### src/rtl/picomips_pkg.sv
// picomips_pkg: definitions shared by the picoMips controller and its ALU.
//   OP_*    : 3-bit opcodes carried in Instr[15:13], driven onto the ALU Func port
//   state_e : sequencer states
package picomips_pkg;

  localparam logic [2:0] OP_NOP  = 3'd0;
  localparam logic [2:0] OP_ADD  = 3'd1;
  localparam logic [2:0] OP_ADDI = 3'd2;
  localparam logic [2:0] OP_MULI = 3'd3;
  localparam logic [2:0] OP_RTA  = 3'd4;
  localparam logic [2:0] OP_LSW  = 3'd5;
  localparam logic [2:0] OP_ATR  = 3'd6;
  localparam logic [2:0] OP_WSW  = 3'd7;

  typedef enum logic [1:0] {
    ST_BOOT,
    ST_RUN,
    ST_WAIT_PRESS,
    ST_WAIT_RELEASE
  } state_e;

endpackage

### src/rtl/picomips_ctrl_btn_sync.sv
// btn_sync: STAGES-deep flop chain that brings an asynchronous level into
// the clock domain. Only the last flop is visible, so a metastable first
// stage gets a full cycle to resolve.
//   clk_i  : clock
//   rst_ni : asynchronous active-low reset, clears the chain
//   d_i    : raw asynchronous input
//   q_o    : synchronised level
module btn_sync #(
  parameter int STAGES = 2
) (
  input  logic clk_i,
  input  logic rst_ni,
  input  logic d_i,
  output logic q_o
);

  logic [STAGES-1:0] sync_q;

  always_ff @(posedge clk_i or negedge rst_ni) begin
    if (!rst_ni) sync_q <= '0;
    else         sync_q <= {sync_q[STAGES-2:0], d_i};
  end

  assign q_o = sync_q[STAGES-1];

endmodule

### src/rtl/picomips_ctrl.sv
// picomips_ctrl: picoMips sequencer and decoder.
//   Clock, nReset : clock (rising edge), asynchronous active-low reset
//   Instr         : ROM word at address PC (combinational)
//   Button        : raw asynchronous push button
//   PC            : program counter / ROM address
//   Func, WE, SelSW, SelImm, Imm : ALU controls
//   RegAddr, RegWE: register file controls (write data is the ALU accumulator)
//   Waiting       : high while stalled in the WSW button handshake
module picomips_ctrl
  import picomips_pkg::*;
#(
  parameter int PC_W        = 5,
  parameter int RA_W        = 3,
  parameter int SYNC_STAGES = 2
) (
  input  logic            Clock,
  input  logic            nReset,
  input  logic [15:0]     Instr,
  input  logic            Button,
  output logic [PC_W-1:0] PC,
  output logic [2:0]      Func,
  output logic            WE,
  output logic            SelSW,
  output logic            SelImm,
  output logic [7:0]      Imm,
  output logic [RA_W-1:0] RegAddr,
  output logic            RegWE,
  output logic            Waiting
);

  state_e          state_q;
  logic [PC_W-1:0] pc_q;
  logic            btn_s;
  logic [2:0]      op;
  logic [PC_W-1:0] tgt;

  assign op  = Instr[15:13];
  // Branch target is field F; narrower PC truncates, wider PC zero-extends.
  assign tgt = PC_W'(Instr[12:8]);

  btn_sync #(.STAGES(SYNC_STAGES)) u_btn_sync (
    .clk_i  (Clock),
    .rst_ni (nReset),
    .d_i    (Button),
    .q_o    (btn_s)
  );

  // While waiting, PC is held on the WSW word, so Instr still carries
  // its branch target when the release is seen.
  always_ff @(posedge Clock or negedge nReset) begin
    if (!nReset) begin
      state_q <= ST_BOOT;
      pc_q    <= '0;
    end else begin
      unique case (state_q)
        ST_BOOT: state_q <= ST_RUN;
        ST_RUN: begin
          if (op == OP_WSW) state_q <= ST_WAIT_PRESS;
          else              pc_q    <= pc_q + PC_W'(1);
        end
        ST_WAIT_PRESS: if (btn_s) state_q <= ST_WAIT_RELEASE;
        ST_WAIT_RELEASE: begin
          if (!btn_s) begin
            pc_q    <= tgt;
            state_q <= ST_RUN;
          end
        end
        default: state_q <= ST_BOOT;
      endcase
    end
  end

  assign PC      = pc_q;
  assign Waiting = (state_q == ST_WAIT_PRESS) || (state_q == ST_WAIT_RELEASE);

  // All decode outputs are gated by RUN so reset/boot/wait drive nothing.
  always_comb begin
    Func    = '0;
    WE      = 1'b0;
    SelSW   = 1'b0;
    SelImm  = 1'b0;
    Imm     = '0;
    RegAddr = '0;
    RegWE   = 1'b0;
    if (state_q == ST_RUN) begin
      Func    = op;
      Imm     = Instr[7:0];
      RegAddr = Instr[8 +: RA_W];
      unique case (op)
        OP_ADD, OP_RTA:  WE = 1'b1;
        OP_ADDI, OP_MULI: begin
          WE     = 1'b1;
          SelImm = 1'b1;
        end
        OP_LSW: begin
          WE    = 1'b1;
          SelSW = 1'b1;
        end
        OP_ATR:  RegWE = 1'b1;
        default: ;
      endcase
    end
  end

endmodule
### config.mk
export PLATFORM = sky130hd
export DESIGN_NAME = picomips_ctrl
export DESIGN_NICKNAME = d
export VERILOG_FILES = /design/src/rtl/picomips_pkg.sv /design/src/rtl/picomips_ctrl_btn_sync.sv /design/src/rtl/picomips_ctrl.sv
export SDC_FILE = /design/constraint.sdc
export NUM_CORES = 1
export LEC_CHECK = 0
export CAP_MARGIN = 40
export CORE_MARGIN = 4
export CORE_UTILIZATION = 30
export CTS_BUF_LIST = sky130_fd_sc_hd__clkbuf_4 sky130_fd_sc_hd__clkbuf_8 sky130_fd_sc_hd__clkbuf_16
export CTS_CLUSTER_SIZE = 25
export DETAILED_ROUTE_END_ITERATION = 8
export GPL_ROUTABILITY_DRIVEN = 0
export PLACE_DENSITY = 0.74
export SYNTH_ARGS = -nofsm -noshare
export SYNTH_HDL_FRONTEND = slang
export SYNTH_HIERARCHICAL = 1
export SYNTH_SLANG_ARGS = --single-unit
### constraint.sdc
create_clock -name Clock -period 4.8 [get_ports Clock]
set_clock_uncertainty 0.05 [all_clocks]
set_input_delay 0.96 -clock Clock [delete_from_list [all_inputs] [get_ports Clock]]
set_output_delay 0.96 -clock Clock [all_outputs]
set_load 0.1 [all_outputs]
# Word level (Yosys, flattened, before mapping)
# Cells that the tools add are included.
# op_classes
addsub	1
reduce_logical	7
n_mux	18
eq_ne	14
# op_table
cell	count
equality test 3 bit, second input constant	4
two-way mux 5 bit	2
one-hot mux 5 bit (2 select lines)	1
two-way mux 1 bit	8
two-way mux 8 bit	1
one-hot mux 2 bit (4 select lines)	1
equality test 3 x 2 -> 1 bit, second input constant	2
two-way mux 2 bit	3
two-way mux 3 bit	2
inequality test 2 bit, second input constant	3
AND reduction 3 bit	2
adder 5 x 1 -> 5 bit, second input constant	1
OR reduction 5 bit	1
equality test 2 bit, second input constant	2
equality test 3 x 1 -> 1 bit, second input constant	1
equality test 2 x 1 -> 1 bit, second input constant	1
logical NOT 2 bit	1
inequality test 2 x 1 -> 1 bit, second input constant	1
nonzero test 2 bit	1
OR reduction 2 bit	1
logical OR 1 bit	1
# word_totals
register_bits	9
input_bits	19
elab_cells	43
output_inout_bits	24

# Longest topological paths before layout
# Gate-level depths: netlist of run 1.
# depth
ltp_word	4
ltp_mapped	7
ltp_nobuf	6

# Hierarchy
# The synthesis of run 1 kept the hierarchy.
# by_module_without_submodules
module	cells_per_inst	area_per_inst_um2	n_inst	seq_area_each_um2
picomips_ctrl	73	598.1	1	175.2
btn_sync	2	50.0	1	50.0

# Worst setup path before layout of run 1
# No wires, ideal clock.
# synth_timing
path_type	input -> output
from	input Instr[14]
to	output RegWE
slack_ps	526
stages	2
n_path_buf	0
required_ps	3790
arrival_time_ps	3264
cell_sequence	nand2_1 nor3b_1
# synth_via
elab_chain_len	3
# synth_rtl
item	line_no	source
start, declared	picomips_ctrl.sv:18	input logic [15:0] Instr,
equality test 3 bit	picomips_ctrl.sv:89	unique case (op)
two-way mux 1 bit	picomips_ctrl.sv:89	
two-way mux 1 bit	picomips_ctrl.sv:85	if (state_q == ST_RUN) begin
end, declared	picomips_ctrl.sv:27	output logic RegWE,
# No other way between the ends.

# Worst setup path after layout of run 1
# Same ends and word-level chain as after synthesis.

==> metrics.md, run 1 <==
| Metric | Value |
|---|---|
| Synthesized Nets | 99 |
| Fmax | between 300 and 400 MHz |
| GRT Resource Usage Total | 12.5% |
| Number of flops mapped to enable cells by yosys | 0 |
| Syn Area/Cell | 8.64 um^2 |
| Initial drt markers | 15 |
| Crit path largest cell delay | 0.54 ns |
| Cell at the slowest stage of the critical path | clkdlybuf4s50_1 |
| Crit end category | output port |
| Netlist cell types | 27 |
| Final period util | around two thirds |
| Tmin final | roughly 3.2 ns |
| Total congestion overflow | 0 |
| Vias in the first global route | 630 |
| Die Wd | approximately 54 um |
| Clk buf depth | 2 |
| Vias per cell | ~4.6 |
| Die area | approximately 3000 um^2 |
| Synth area leaders | dfrtp_1 (35%), ha_1 (9.7%), and2_1 (8.7%) |
| FF-to-FF End | PC[0] |
| Initial cell density of the core | about a third |
| CTS tree | yes |
| Worst r2r path cells | 6 |
| Run status | completed |
| TNS Setup | 0 ns |
| CTS sink count | 9 |
| MaxCap Viol Count | 0 |
| Area growth from synthesis to layout | 78.6% |
| Initial antenna violation count | 0 |
| IO Pins | 43 |
| Post-route ant nets | 0 |
| Worst hold path type | reg2reg |
| DRT Pass-1 Iters | 4 |
| Post-synthesis sequential area ratio | 34.7% |
| Yosys top cell by area | dfrtp_1 |
| Relative max-transition margin | between 60% and 70% |
| Max-slew violation count | 0 |
| Synth top area share | 34.7% |
| Drc violations | 0 |
| RSZ-0062 raised after global routing | no |
| Clock transition at the registers of the reported paths | about 0.05 ns |
| Commonest non-fill, non-tap cell in the layout | clkdlybuf4s50_1 |
| Slew @ Worst Pin | between 0.4 and 0.5 ns |
| Hpwl dp | around 1.5 mm |
| Final Hold Viols | 0 |
| Cts hold-fix bufs | 0 |
| Total Wirelength | approximately 1.7 mm |
| Synth async-reset ratio | between 90% and 100% |
| Arr. time, crit path | between 2 and 2.5 ns |
| Core box area | approximately 2000 um^2 |
| Largest net degree at the start of global routing | 18 |
| Chip height | 54.5 um |
| Via Count | 696 |
| Number of buffers added on ports | 42 |
| Clk Latency, worst-skew pair | about 0.25 ns |
| Worst Setup Start Kind | primary input |
| Ant. Diodes | 0 |
| Clk Tree Root Cell | clkbuf_4 |
| Critical path cell sequence | clkdlybuf4s50_1 > nand2_1 > nor3b_1 > buf_4 |
| Nets | between 100 and 150 |
| # Post-CTS Setup Buffers | 0 |
| Drt wl/cell | ~12 um |
| First-pass GRT wire length | around 2.7 mm |
| Crit path max fanout | 5 |
| R2R setup slack | 2.69 ns |
| Setup crit end | RegWE |
| # setup viols final | 0 |
| Warnings, synthesis | 6 |
| CP startpoint | Instr[14] |
| #FFs+latches synth | 9 |
| Syn Inst Count | 75 |
| WS Path Type | in2out |
| Htree depth | 1 |
| Non-filler cells, final | roughly 150 |
| Reg-to-Reg Start | state_q[1] |
| Hold Path Stages | 0 |
| Critical Path RT | approximately 3.8 ns |
| Standard-cell row count | 16 |
| Cell Area, Synth | 648 um^2 |
| Placed Instances | 147 |
| Share of cells above drive strength 1 | between 20% and 30% |
| Most frequent cells in the layout | clkdlybuf4s50_1 (24), buf_4 (18), dfrtp_1 (9), and2_1 (9), nand2_1 (7) |
| PostCTS Resize Cnt | 0 |
| Cts bufs inserted | 3 |
| Post-synth top flop | dfrtp_1 |
==> Yosys cell counts, types with 2 or more instances <==
| cell type | count |
|---|---|
| a21oi_1 | 2 |
| and2_1 | 9 |
| and2_2 | 3 |
| dfrtp_1 | 9 |
| ha_1 | 5 |
| inv_1 | 4 |
| mux2i_1 | 3 |
| nand2_1 | 7 |
| nand3_1 | 3 |
| nor2_1 | 6 |
| nor3_1 | 2 |
| nor3b_1 | 2 |
| o21ai_0 | 6 |
==> per-stage QoR <==
step | instance area, um^2 | hold slack (ns) | util (%) | setup slack, ns
6_report | 1160 | 0.304 | 57.8 | 1.63
5_1_grt | 1160 | 0.327 | 57.8 | 1.54
4_1_cts | 1160 | 0.306 | 57.8 | 1.63
3_5_place_dp | 1130 | 0.294 | 56.3 | 1.63
3_3_place_gp | 1040 | 0.292 | 51.8 | 1.62
2_1_floorplan | 648 | 0.281 | - | 0.526
==> how the worst min path moves through the flow <==
stage | from | endpoint
6_report | u_btn_sync/sync_q[0] | u_btn_sync/sync_q[1]
5_1_grt | u_btn_sync/sync_q[0] | u_btn_sync/sync_q[1]
3_5_place_dp | u_btn_sync/sync_q[0] | u_btn_sync/sync_q[1]
4_1_cts | u_btn_sync/sync_q[0] | u_btn_sync/sync_q[1]
2_1_floorplan | u_btn_sync/sync_q[0] | u_btn_sync/sync_q[1]
3_3_place_gp | u_btn_sync/sync_q[0] | u_btn_sync/sync_q[1]
==> registers in the layout (all words and copies together), names as in the netlist <==
name and cells:
u_btn_sync/sync_q 2, PC 5, state_q 2
==> worst max-delay path, delay by kind of cell <==
family | cells | cell delay [ns]
buffers and inverters | 2 | 0.86
and+or+nand+nor | 2 | 0.33
==> cell families (layout without fill, tap and decap cells) <==
group	count (synthesis)	count (layout)	synth area share, %
buf+inv	7	56	5.40
flops	9	9	34.7
fa+ha+maj	5	5	9.65
mux	3	3	4.63
compound gates	14	14	14.7
simple gates	37	37	30.9
==> layer usage <==
layer	vias to the layer above	routed length, um	GRT usage [%]
met5	-	0	0
met4	0	13	7.47
met3	2	229	2.45
met2	35	810	21.3
met1	304	688	14.1
li1	355	-	-
==> layout make-up <==
| class | count | area, um^2 |
|---|---|---|
| Fill cell | 172 | 845 |
| Clock buffer | 4 | 30.0 |
| Tap cell | 27 | 33.8 |
| Sequential cell | 9 | 225 |
| Timing Repair Buffer | 48 | 465 |
| Multi-Input combinational cell | 59 | 388 |
| Inverter | 4 | 15.0 |
Power of run 1 is left out: the tool's default activity adds up to more than one toggle a clock period on the data nets, which glitch-free logic cannot reach.
==> inputs of run 2 (changes only) <==
==> constraint.sdc (replaced) <==
create_clock -name Clock -period 3.3 [get_ports Clock]
set_clock_uncertainty 0.05 [all_clocks]
set_input_delay 0.66 -clock Clock [delete_from_list [all_inputs] [get_ports Clock]]
set_output_delay 0.66 -clock Clock [all_outputs]
set_load 0.1 [all_outputs]
==> metrics.md, run 2 (synthesized netlist as in run 1, its figures left out) <==
| Metric | Value |
|---|---|
| Largest delay contributor family on the critical path | simple AND/OR/NAND/NOR gates |
| Largest net degree at the start of global routing | 18 (unchanged) |
| Nets | 143 (-4.0%) |
| DRT Pass-1 Iters | 4 (unchanged) |
| Fin area | 1110 um^2 (-4.1%) |
| Cell at the slowest stage of the critical path | ha_1 |
| HP Start | u_btn_sync/sync_q[0] |
| Vias per cell | 4.63 (+0.40%) |
| Htree depth | 1 (unchanged) |
| Crit end category | output port |
| Worst r2r path cells | 6 (unchanged) |
| DP Area | 1080 um^2 (-4.0%) |
| Total Wirelength | 1.64 mm (-5.7%) |
| Max-slew violation count | 0 (unchanged) |
| Initial antenna violation count | 0 (unchanged) |
| Tmin final | about 2.6 ns |
| Critical Path RT | 2.59 ns (-1.20 ns) |
| Hpwl dp | 1.38 mm (-7.2%) |
| RSZ-0062 raised after global routing | no |
| Worst Setup Start Kind | register |
| WHS Endpoint | u_btn_sync/sync_q[1] |
| Crit path largest cell delay | 0.44 ns (-0.10 ns) |
| Clk Tree Root Cell | clkbuf_4 |
| Core box area | 2000 um^2 (unchanged) |
| Total congestion overflow | 0 (unchanged) |
| Max FFs per register | 5 (unchanged) |
| Most frequent cells in the layout | buf_4 (20), clkdlybuf4s50_1 (18), dfrtp_1 (9), and2_1 (9), nand2_1 (7) |
| Cts hold-fix bufs | 0 (unchanged) |
| Relative max-transition margin | 64.0% (-2.7 points) |
| Ant. Diodes | 0 (unchanged) |
| Hold Path Stages | 0 (unchanged) |
| Chip height | 54.5 um (unchanged) |
| Fmax | just under 400 MHz |
| CTS tree | yes |
| Reg-to-Reg Start | state_q[1] |
| Critical path cell sequence | inv_1 > ha_1 > nand2_1 > nor3b_2 > buf_12 |
| Drc violations | 0 (unchanged) |
| Clk Latency, worst-skew pair | 0.26 ns (about the same) |
| WS Path Type | reg2out |
| MaxCap Viol Count | 0 (unchanged) |
| Die area | 2970 um^2 (unchanged) |
| FF-to-FF End | PC[4] |
| Initial drt markers | 3 (-12) |
| Vias in the first global route | 548 (-13%) |
| Crit path max fanout | 17 (+12) |
| Clk buf depth | 2 (unchanged) |
| Slew @ Worst Pin | 0.539 ns (+0.0399 ns) |
| CTS sink count | 9 (unchanged) |
| Clock transition at the registers of the reported paths | 0.06 ns (about the same) |
| IO Pins | 43 (unchanged) |
| Initial cell density of the core | 32.4% (unchanged) |
| Final Hold Viols | 0 (unchanged) |
| TNS Setup | 0 ns (unchanged) |
| Share of cells above drive strength 1 | 31.4% (+3.1 points) |
| Standard-cell row count | 16 (unchanged) |
| CP Buf/Inv Count | 2 (unchanged) |
| Multi-input gate area | 398 um^2 (+2.6%) |
| Layout fillers | 184 (+7.0%) |
| PostCTS Resize Cnt | 0 (unchanged) |
| Area growth from synthesis to layout | 71.2% |
| Cts bufs inserted | 3 (unchanged) |
| Post-route ant nets | 0 (unchanged) |
| Run status | completed |
| Via Count | 671 (-3.6%) |
| Final period util | 77.9% |
| # setup viols final | 0 (unchanged) |
| R2R setup slack | 1.19 ns (-1.50 ns) |
| # Post-CTS Setup Buffers | 0 (unchanged) |
| Die Wd | 54.5 um (unchanged) |
| Drt wl/cell | 11.3 um (-1.8%) |
| First-pass GRT wire length | 2.39 mm (-11%) |
| Commonest non-fill, non-tap cell in the layout | buf_4 |
| Area taken by flip-flops and latches | 225 um^2 (unchanged) |
| Arr. time, crit path | 1.86 ns (-0.30 ns) |
| Worst hold path type | reg2reg |
| GRT Resource Usage Total | 11.1% (-1.3 points) |
| Number of buffers added on ports | 42 (unchanged) |
-- run 2: changes by cell type in the layout (fill, tap and decap cells not counted), sizes merged --
| cell | delta |
|---|---|
| clkinv | +1 |
| clkdlybuf4s50 | -6 |
| clkbuf | -1 |
-- run 2: through the flow --
stage	std cells	hold WS, ns	setup WS (ns)	util (%)
final	145	0.300	0.728	55.4
after global routing	145	0.309	0.534	55.4
after CTS	145	0.302	0.679	55.4
after detailed placement	141	0.289	0.745	54.1
after global placement	141	0.287	0.775	54.1
after floorplan	75	0.281	0.323	-
-- run 2: area by class of cell --
| class | count | area share (%) |
|---|---|---|
| timing repair buffer | 42 | 37.0 |
| multi-input combinational | 59 | 35.9 |
| clock buffer | 3 | 2.03 |
| inverter | 4 | 1.35 |
| clock inverter | 1 | 0.451 |
| sequential | 9 | 20.3 |
| tap | 27 | 3.04 |
-- run 2: per-layer routing --
metal  vias up  wire length, um  GRT usage (%)
li1        345                -              -
met1       292              603           12.6
met2        30              777           18.5
met3         4              240           3.27
met4         0               21           6.22
met5         -                0              0
-- run 2: how the worst max path moves through the flow --
stage                     startpoint    end  slack (ns)  cells after the start
final                     state_q[1]  RegWE        0.73                      5
after global routing      state_q[1]  RegWE        0.53                      5
after CTS                 state_q[1]  RegWE        0.68                      5
after detailed placement   Instr[14]  RegWE        0.75                      4
after global placement     Instr[14]  RegWE        0.77                      4
after floorplan           state_q[1]     WE        0.32                      5
-- run 2: worst register-to-register path: cells and delay by family (launching register included) --
kind / cells / cell delay, ns
AO/OA/AOI/OAI: 2 / 0.76
adder cells (fa/ha/maj): 1 / 0.44
flip-flops: 1 / 0.41
AND/OR/NAND/NOR: 2 / 0.27
buffers and inverters: 1 / 0.08
Power of run 2 is left out for the same reason.
==> inputs of run 3 (changes only) <==
==> constraint.sdc (replaced) <==
create_clock -name Clock -period 2.6 [get_ports Clock]
set_clock_uncertainty 0.05 [all_clocks]
set_input_delay 0.52 -clock Clock [delete_from_list [all_inputs] [get_ports Clock]]
set_output_delay 0.52 -clock Clock [all_outputs]
set_load 0.1 [all_outputs]
==> metrics.md, run 3 (synthesized netlist as in run 1, its figures left out) <==
| Metric | Value |
|---|---|
| Setup Slack @ Placement | 0.268 ns (-0.477 ns) |
| CTS tree | yes |
| Worst r2r path cells | 5 (-1) |
| Cts hold-fix bufs | 0 (unchanged) |
| Fmax | around 430 MHz |
| Worst hold path type | reg2reg |
| Via Count | 682 (+1.6%) |
| Clk Latency, worst-skew pair | 0.26 ns (about the same) |
| First-pass GRT wire length | 2.99 mm (+25%) |
| Hpwl dp | 1.62 mm (+17%) |
| Clock transition at the registers of the reported paths | 0.06 ns (about the same) |
| Fin area | 1320 um^2 (+19%) |
| GRT busiest layer | met2 |
| Initial antenna violation count | 0 (unchanged) |
| Crit path max fanout | 5 (-12) |
| Crit end category | output port |
| Total congestion overflow | 0 (unchanged) |
| Die area | 2970 um^2 (unchanged) |
| Drc violations | 0 (unchanged) |
| Drt wl/cell | 12.9 um (+14%) |
| Final Hold Viols | 0 (unchanged) |
| CTS sink count | 9 (unchanged) |
| CP startpoint | Instr[14] |
| Arr. time, crit path | 1.76 ns (-0.10 ns) |
| Post-route ant nets | 0 (unchanged) |
| Nets | 145 (+1.4%) |
| # setup viols final | 0 (unchanged) |
| Max-slew violation count | 0 (unchanged) |
| Initial cell density of the core | 32.4% (unchanged) |
| Cts bufs inserted | 3 (unchanged) |
| Met1 Track Usage GR | 17.9% (+5.3 points) |
| Clk Tree Root Cell | clkbuf_4 |
| Chip height | 54.5 um (unchanged) |
| Run status | completed |
| Non-filler cells, final | 147 (+1.4%) |
| Critical Path RT | 2.03 ns (-0.56 ns) |
| Worst Setup Start Kind | primary input |
| Most frequent cells in the layout | buf_12 (19), clkdlybuf4s50_1 (18), dfrtp_1 (9), and2_1 (9) |
| Total Wirelength | 1.89 mm (+15%) |
| Setup WS post-layout | 0.268 ns (-0.461 ns) |
| GRT Resource Usage Total | 13.8% (+2.7 points) |
| Max FFs per register | 5 (unchanged) |
| DP Area | 1300 um^2 (+20%) |
| Hold Path Stages | 0 (unchanged) |
| Tmin final | 2.33 ns |
| IO Pins | 43 (unchanged) |
| WS Path Type | in2out |
| R2R setup slack | 0.73 ns (-0.46 ns) |
| HP Start | u_btn_sync/sync_q[0] |
| Vias per cell | 4.64 (+0.26%) |
| Initial drt markers | 13 (+10) |
| Slew @ Worst Pin | 0.557 ns (+0.0177 ns) |
| FF-to-FF End | PC[3] |
| Commonest non-fill, non-tap cell in the layout | buf_12 |
| Ant. Diodes | 0 (unchanged) |
| Layout fillers | 155 (-16%) |
| Standard-cell row count | 16 (unchanged) |
| Final period util | between 80% and 90% |
| RSZ-0062 raised after global routing | no |
| PostCTS Resize Cnt | 0 (unchanged) |
| Final core occ | 66.1% (+11 points) |
| Die Wd | 54.5 um (unchanged) |
| WHS Endpoint | u_btn_sync/sync_q[1] |
| Number of buffers added on ports | 42 (unchanged) |
| Htree depth | 1 (unchanged) |
| Placed Instances | 143 (+1.4%) |
| Largest net degree at the start of global routing | 17 (-1) |
| Vias in the first global route | 677 (+24%) |
| Reg-to-Reg Start | state_q[0] |
| Core box area | 2000 um^2 (unchanged) |
| DRT Pass-1 Iters | 4 (unchanged) |
| Relative max-transition margin | 62.9% (-1.2 points) |
| M3 GR Usage | 1.09% (-2.2 points) |
| Share of cells above drive strength 1 | 34.2% (+2.8 points) |
| Clk buf depth | 2 (unchanged) |
| MaxCap Viol Count | 0 (unchanged) |
| # Post-CTS Setup Buffers | 0 (unchanged) |
| M2 GR Usage | 22.7% (+4.2 points) |
| Area growth from synthesis to layout | 104% |
[run 3: changes by cell type in the layout (fill, tap and decap cells not counted), sizes merged]
cell and delta:
buf +2
[run 3: cell type report]
cell class | count | area (um^2) | share of cell area [%]
Clock inverter | 1 | 5.00 | 0.378
Clock buffer | 3 | 22.5 | 1.70
Multi-Input combinational cell | 59 | 409 | 30.9
Timing Repair Buffer | 44 | 613 | 46.3
Inverter | 4 | 15.0 | 1.13
Tap cell | 27 | 33.8 | 2.55
Sequential cell | 9 | 225 | 17.0
[run 3: worst max-delay path, stage by stage]
cell and delay, ns:
clkdlybuf4s50_1 0.59, nand2_1 0.15, nor3b_2 0.28, buf_12 0.21
[run 3: how the worst max path moves through the flow]
stage	cells after the start	slack, ns	end
floorplan	4	-0.08	RegWE
global placement	4	0.31	RegWE
detailed placement	4	0.27	RegWE
CTS	4	0.26	RegWE
global route	4	0.20	RegWE
finish	4	0.27	RegWE
[run 3: metrics by stage]
| stage | TNS (ns) | hold WS, ns |
|---|---|---|
| after global placement | 0 | 0.286 |
| after detailed placement | 0 | 0.285 |
| final | 0 | 0.298 |
| after CTS | 0 | 0.299 |
| after global routing | 0 | 0.302 |
| after floorplan | -0.0845 | 0.174 |
[run 3: metal layers]
metal / wire length [um] / share of wire (%)
met5: 0 / 0
met2: 982 / 52
met1: 782 / 41
met3: 117 / 6.2
met4: 10 / 0.53
Power of run 3 is left out for the same reason.
